<file path="config.mk">
export PLATFORM = sky130hd
export DESIGN_NAME = mult4u_arb_ctrl
export DESIGN_NICKNAME = d
export VERILOG_FILES = /design/src/rtl/mult4u_ctrl_pkg.sv /design/src/rtl/mult4u_core.sv /design/src/rtl/mult4u_arb_ctrl.sv
export SDC_FILE = /design/constraint.sdc
export NUM_CORES = 1
export LEC_CHECK = 0
export ABC_AREA = 0
export BUFFER_PORTS_ARGS = -buffer_cell sky130_fd_sc_hd__buf_2
export CORE_MARGIN = 10
export CORE_UTILIZATION = 55
export CTS_CLUSTER_DIAMETER = 120
export DETAILED_ROUTE_END_ITERATION = 7
export GPL_TIMING_DRIVEN = 0
export HOLD_SLACK_MARGIN = 0.1
export PLACE_DENSITY = 0.78
export SETUP_SLACK_MARGIN = 0.1
export SLEW_MARGIN = 20
export SYNTH_ARGS = -nofsm -noshare
export SYNTH_HDL_FRONTEND = slang
export SYNTH_SLANG_ARGS = --single-unit
</file>
<file path="constraint.sdc">
create_clock -name clk -period 8.7 [get_ports clk]
set_clock_uncertainty 0.2 [all_clocks]
set_input_delay 0.435 -clock clk [delete_from_list [all_inputs] [get_ports clk]]
set_output_delay 0.435 -clock clk [all_outputs]
set_load 0.01 [all_outputs]
</file>
<file path="src/rtl/mult4u_ctrl_pkg.sv">
// Shared types and mod-3 residue helpers for the shared 4x4 multiplier controller.
// A residue of 2'b11 never occurs; every function returns 0, 1 or 2.
package mult4u_ctrl_pkg;

    localparam int OPW = 4;
    localparam int PW  = 8;

    typedef enum logic [1:0] {
        IDLE  = 2'd0,
        ISSUE = 2'd1,
        CHECK = 2'd2,
        RESP  = 2'd3
    } state_t;

    // Reduces a small sum (0..7) to its residue mod 3.
    function automatic logic [1:0] res3_fold(input logic [2:0] s);
        logic [1:0] r;
        case (s)
            3'd0, 3'd3, 3'd6: r = 2'd0;
            3'd1, 3'd4, 3'd7: r = 2'd1;
            default:          r = 2'd2;
        endcase
        return r;
    endfunction

    // 4 == 1 (mod 3), so the base-4 digits can simply be summed.
    function automatic logic [1:0] res3_4(input logic [OPW-1:0] x);
        return res3_fold(3'(x[3:2]) + 3'(x[1:0]));
    endfunction

    // 16 == 1 (mod 3), so the two nibble residues can be summed.
    function automatic logic [1:0] res3_8(input logic [PW-1:0] x);
        return res3_fold(3'(res3_4(x[7:4])) + 3'(res3_4(x[3:0])));
    endfunction

    function automatic logic [1:0] res3_mul(input logic [1:0] ra, input logic [1:0] rb);
        return res3_fold(3'(ra) * 3'(rb));
    endfunction

endpackage

</file>
<file path="src/rtl/mult4u_core.sv">
// Combinational 4x4 unsigned multiplier core; stands in for the selected
// gate-level variant and keeps its A, B, O pin order.
module mult4u_core
    import mult4u_ctrl_pkg::*;
(
    input  logic [OPW-1:0] a,
    input  logic [OPW-1:0] b,
    output logic [PW-1:0]  p
);

    assign p = {4'b0000, a} * {4'b0000, b};

endmodule

</file>
<file path="src/rtl/mult4u_arb_ctrl.sv">
// Round-robin arbiter and sequencer sharing one 4x4 multiplier core, with a
// mod-3 residue check on every product and bounded re-execution on mismatch.
module mult4u_arb_ctrl
    import mult4u_ctrl_pkg::*;
#(
    parameter int NUM_REQ   = 2,
    parameter int MAX_RETRY = 2
) (
    input  logic                   clk,
    input  logic                   rst,
    input  logic [NUM_REQ-1:0]     req_valid,
    input  logic [4*NUM_REQ-1:0]   req_a,
    input  logic [4*NUM_REQ-1:0]   req_b,
    output logic [NUM_REQ-1:0]     req_ready,
    output logic                   rsp_valid,
    output logic [1:0]             rsp_id,
    output logic [7:0]             rsp_product,
    output logic                   rsp_err,
    input  logic                   rsp_ready,
    input  logic [7:0]             fault_inj,
    output logic [7:0]             err_cnt,
    output logic [1:0]             fsm_state
);

    // Handshakes: a transfer happens on a rising edge where valid and ready
    // are both high; valid never depends on ready, and a source keeps valid
    // and its data stable until that edge.

    state_t          state;
    state_t          state_next;

    logic [1:0]      rr_ptr;
    logic [1:0]      id_q;
    logic [OPW-1:0]  a_q;
    logic [OPW-1:0]  b_q;
    logic [PW-1:0]   prod_q;
    logic [2:0]      attempt_q;
    logic            err_q;

    logic [3:0]      valid_pad;
    logic [15:0]     a_pad;
    logic [15:0]     b_pad;
    logic [2:0]      scan;
    logic            win_found;
    logic [1:0]      win_id;
    logic [PW-1:0]   core_p;
    logic            residue_ok;
    logic            retry_left;
    logic [2:0]      ptr_inc;
    logic [1:0]      next_ptr;

    // Padding to four lanes lets a 2-bit requester index select directly.
    assign valid_pad = 4'(req_valid);
    assign a_pad     = 16'(req_a);
    assign b_pad     = 16'(req_b);

    always_comb begin
        scan      = '0;
        win_found = 1'b0;
        win_id    = '0;
        for (int k = 0; k < NUM_REQ; k++) begin
            scan = {1'b0, rr_ptr} + 3'(k);
            if (scan >= 3'(NUM_REQ)) begin
                scan = scan - 3'(NUM_REQ);
            end
            if (!win_found && valid_pad[scan[1:0]]) begin
                win_found = 1'b1;
                win_id    = scan[1:0];
            end
        end
    end

    mult4u_core u_core (
        .a (a_q),
        .b (b_q),
        .p (core_p)
    );

    // Faults that shift the product by a multiple of 3 pass this check.
    assign residue_ok = (res3_8(prod_q) == res3_mul(res3_4(a_q), res3_4(b_q)));
    assign retry_left = (attempt_q < 3'(MAX_RETRY));

    assign ptr_inc  = {1'b0, id_q} + 3'd1;
    assign next_ptr = (ptr_inc >= 3'(NUM_REQ)) ? 2'd0 : ptr_inc[1:0];

    always_ff @(posedge clk) begin
        if (rst) begin
            state <= IDLE;
        end else begin
            state <= state_next;
        end
    end

    always_comb begin
        state_next = state;
        case (state)
            IDLE: begin
                if (win_found) begin
                    state_next = ISSUE;
                end
            end
            ISSUE: begin
                state_next = CHECK;
            end
            CHECK: begin
                if (residue_ok) begin
                    state_next = RESP;
                end else if (retry_left) begin
                    state_next = ISSUE;
                end else begin
                    state_next = RESP;
                end
            end
            RESP: begin
                if (rsp_ready) begin
                    state_next = IDLE;
                end
            end
            default: state_next = IDLE;
        endcase
    end

    // Grant is gated by rst so every output reads 0 while reset is applied.
    always_comb begin
        req_ready   = '0;
        rsp_valid   = 1'b0;
        rsp_id      = '0;
        rsp_product = '0;
        rsp_err     = 1'b0;
        case (state)
            IDLE: begin
                for (int i = 0; i < NUM_REQ; i++) begin
                    req_ready[i] = win_found && !rst && (win_id == 2'(i));
                end
            end
            RESP: begin
                rsp_valid   = 1'b1;
                rsp_id      = id_q;
                rsp_product = prod_q;
                rsp_err     = err_q;
            end
            default: ;
        endcase
    end

    always_ff @(posedge clk) begin
        if (rst) begin
            rr_ptr    <= '0;
            id_q      <= '0;
            a_q       <= '0;
            b_q       <= '0;
            prod_q    <= '0;
            attempt_q <= '0;
            err_q     <= 1'b0;
            err_cnt   <= '0;
        end else begin
            case (state)
                IDLE: begin
                    if (win_found) begin
                        a_q       <= a_pad[{win_id, 2'b00} +: 4];
                        b_q       <= b_pad[{win_id, 2'b00} +: 4];
                        id_q      <= win_id;
                        attempt_q <= '0;
                        err_q     <= 1'b0;
                    end
                end
                ISSUE: begin
                    prod_q <= core_p ^ fault_inj;
                end
                CHECK: begin
                    if (!residue_ok) begin
                        if (retry_left) begin
                            attempt_q <= attempt_q + 3'd1;
                        end else begin
                            err_q <= 1'b1;
                        end
                    end
                end
                RESP: begin
                    if (rsp_ready) begin
                        rr_ptr <= next_ptr;
                        if (err_q && (err_cnt != 8'hFF)) begin
                            err_cnt <= err_cnt + 8'd1;
                        end
                    end
                end
                default: ;
            endcase
        end
    end

    assign fsm_state = state;

endmodule

</file>
==> run_results.csv <==
group,metric,value,unit
outcome,status,"finished, final reports clean",
sta,hold_viol_final,0,
sta,tns,0,ns
logic_synthesis,synth_edf_count,0,
setup_path,critPathCaptureType,"register",
hold_path,hp-start,"fault_inj[1]",
floorplanning,die_y,89.46,um
cells_and_area,drive_gt1_frac,0.1804,
cts,cts_tree,"yes",
global_route,grt_pass1_wl,10210,um
cts,htreeDepth,2,
placed_design,dpl_worst_slack,4.718,ns
sta,fmax,249.8,MHz
setup_path,rr_startpoint,"prod_q[4]$_SDFFE_PP0N_",
routing,met3_wirelength,394,um
global_route,grt_max_degree,11,
setup_path,crit_required,8.66,ns
logic_synthesis,syn_area,2654,um2
global_route,grt_overflow,0,
cts,clkSinkCount,34,
floorplanning,initial_core_util,0.5656,
cells_and_area,fin_area,3083,um2
routing,drcViolationCount,0,
logic_synthesis,syn-instance-count,318,
routing,first_pass_iters,6,
global_route,antenna_found_initial,0,
setup_path,crit_start,"prod_q[4]$_SDFFE_PP0N_",
sta,relSlewSlack,0.3827,
logic_synthesis,synthesis.nets,378,
placed_design,port_buffers,51,
sta,worst_pin_slew,0.9188,ns
placed_design,hpwlAfterDp,4905,um
logic_synthesis,syn_area_per_cell,8.345,um2
cells_and_area,fillers,414,
logic_synthesis,ys.warnings.count,0,
sta,drv_slew,0,
floorplanning,die-area,8003,um2
cts,cts_setup_buffers,0,
sta,period_share,0.4601,
job,drv_cap,0,
logic_synthesis,yosysSeqAreaShare,0.2565,
cells_and_area,fin_util,0.6571,
logic_synthesis,async_reset_ff_frac,0,
routing,wl_met2,2716,um
placed_design,post_dp_cell_area,2977,um2
global_route,track_usage,0.1581,
routing,ant_nets,0,
logic_synthesis,synth_area_leader_cell,"dfxtp_1",
cts,clk_pin_slew,0.07,ns
routing,routed.top_layer,"met4",
pwr,leakagePower,1.466,nW
routing,first_iter_violations,82,
logic_synthesis,synth_cell_types,43,
sta,finalCriticalPeriod,4.003,ns
floorplanning,io_pins,53,
placed_design,gp_congestion,0.7882,
pwr,ir_drop,0.0001066,V
routing,met1Wirelength,2751,um
cells_and_area,fin_nets,436,
setup_path,start_kind,"register",
routing,drt-total-wl,5920,um
cts,clock_latency,0.29,ns
hold_path,min-delay-path-class,"in -> reg",
cts,cts-buffers-inserted,5,
cells_and_area,syn2layout_area_growth,16.17,%
logic_synthesis,netlist_top_cells_area,"dfxtp_1, ha_1, fa_1",
routing,vias,2341,
floorplanning,core-area,4692,um2
sta,setup_viol,0,
logic_synthesis,synth_top_area_frac,0.2565,
cells_and_area,diodes,0,
setup_path,worstPathArrival,3.97,ns
floorplanning,fp.dieW,89.46,um
setup_path,critPathMaxFanout,9,
floorplanning,std_cell_rows,25,
routing,avgViaCountPerCell,5.432,
logic_synthesis,synth_seq_cells,34,
cts,cts-resized-gates,0,
logic_synthesis,ys.flop_type,"dfxtp_1",
pwr,powerDensity,229.5,nW/um2
cts,cts-root-buf,"clkbuf_8",
cts,cts_hold_buf,0,
setup_path,setup.worst_path.class,"reg -> reg",
routing,wl_per_cell,13.74,um
cts,cts_max_path_buffers,2,
sta,rsz0062_at_grt,"false",
sta,worst_slack,4.697,ns
global_route,grt_pass1_vias,2341,
[cell usage after synthesis (all sizes together) (8+ instances only)]
cell type and instances:
nor2 44, dfxtp 34, inv 25, ha 22, nand2 19, xnor2 16
a211oi 14, and3 12, clkbuf 12, mux2i 12, a21oi 11, fa 9
nand2b 9, o21ai 9, xor2 8
[routing by layer]
layer / global-route usage / vias up
met4: 0.03757 / 0
li1: - / 1206
met1: 0.1949 / 1062
met5: 0 / -
met2: 0.2640 / 63
met3: 0.04558 / 10
[worst max-delay path, stage by stage (launching register included)]
cell	delay [ns]
dfxtp_1	0.36
ha_1	0.15
inv_1	0.04
fa_1	0.48
nand2b_1	0.08
o21ai_0	0.27
ha_1	0.20
inv_1	0.05
fa_1	0.35
clkbuf_1	0.19
or4b_1	0.55
a31oi_1	0.25
nand2_1	0.11
a32o_2	0.30
a32oi_1	0.23
nor2_1	0.06
[through the flow]
step           power, mW  cells  hold slack [ns]
3_5_place_dp      0.5689    423           0.2606
4_1_cts           0.7117    431           0.2581
6_report          0.7075    431           0.2566
3_3_place_gp      0.5571    423           0.2458
2_1_floorplan     0.4908    318           0.2319
5_1_grt           0.7722    431           0.2674
[cell families after synthesis]
kind of cell / count (synthesis) / synth area share
AND/OR/NAND/NOR: 126 / 0.2537
adder cells (fa/ha/maj): 31 / 0.1716
flip-flops: 34 / 0.2565
XOR/XNOR: 24 / 0.08204
buffers and inverters: 40 / 0.05752
AO/OA/AOI/OAI: 49 / 0.1249
multiplexers: 14 / 0.05375
[report_power, final]
part	internal, mW	leakage, nW	switching, mW
clock	0.0857	0.0524	0.0553
combinational	0.157	1.14	0.207
sequential	0.179	0.278	0.0233
[state kept, by name, indices dropped and copies added, names as in the netlist]
name and count:
prod_q 8, b_q 4, id_q 2, err_q 1, rr_ptr 2, attempt_q 3
a_q 4, err_cnt 8, fsm_state 2
[cells in the final DEF, fill, tap and decap left out, types with 7 or more instances in the layout]
cell type  synthesis  routed
a211oi_1          14      14
a21oi_1           11      11
and2_1             7       7
and3_1            12      12
buf_2              2      53
clkbuf_1          12      14
dfxtp_1           34      34
fa_1               9       9
ha_1              22      22
inv_1             25      25
mux2i_1           12      12
nand2_1           19      19
nand2b_1           9       9
nand3_1            7       7
nor2_1            44      44
xnor2_1           16      16
xor2_1             7       7
[worst paths after layout]
kind | end | slack (ns) | cells past startpoint
worst max-delay path | err_q$_SDFFE_PP0P_ | 4.70 | 15
worst min-delay path | prod_q[1]$_SDFFE_PP0N_ | 0.26 | 3
worst max register to register | err_q$_SDFFE_PP0P_ | 4.70 | 15
worst min register to register | rr_ptr[1]$_SDFFE_PP0P_ | 0.27 | 2
[area by class of cell]
type	instances	area [um2]	share of cell area
clock buffers	7	76.32	0.02476
clock inverters	1	30.03	0.009740
well taps	54	67.56	0.02192
repair buffers	51	255.2	0.08279
multi-input cells	244	1821	0.5905
inverters	25	93.84	0.03044
flip-flops and latches	34	680.7	0.2208
plain buffers	15	58.81	0.01907
Power figures use the tool's default switching activity.
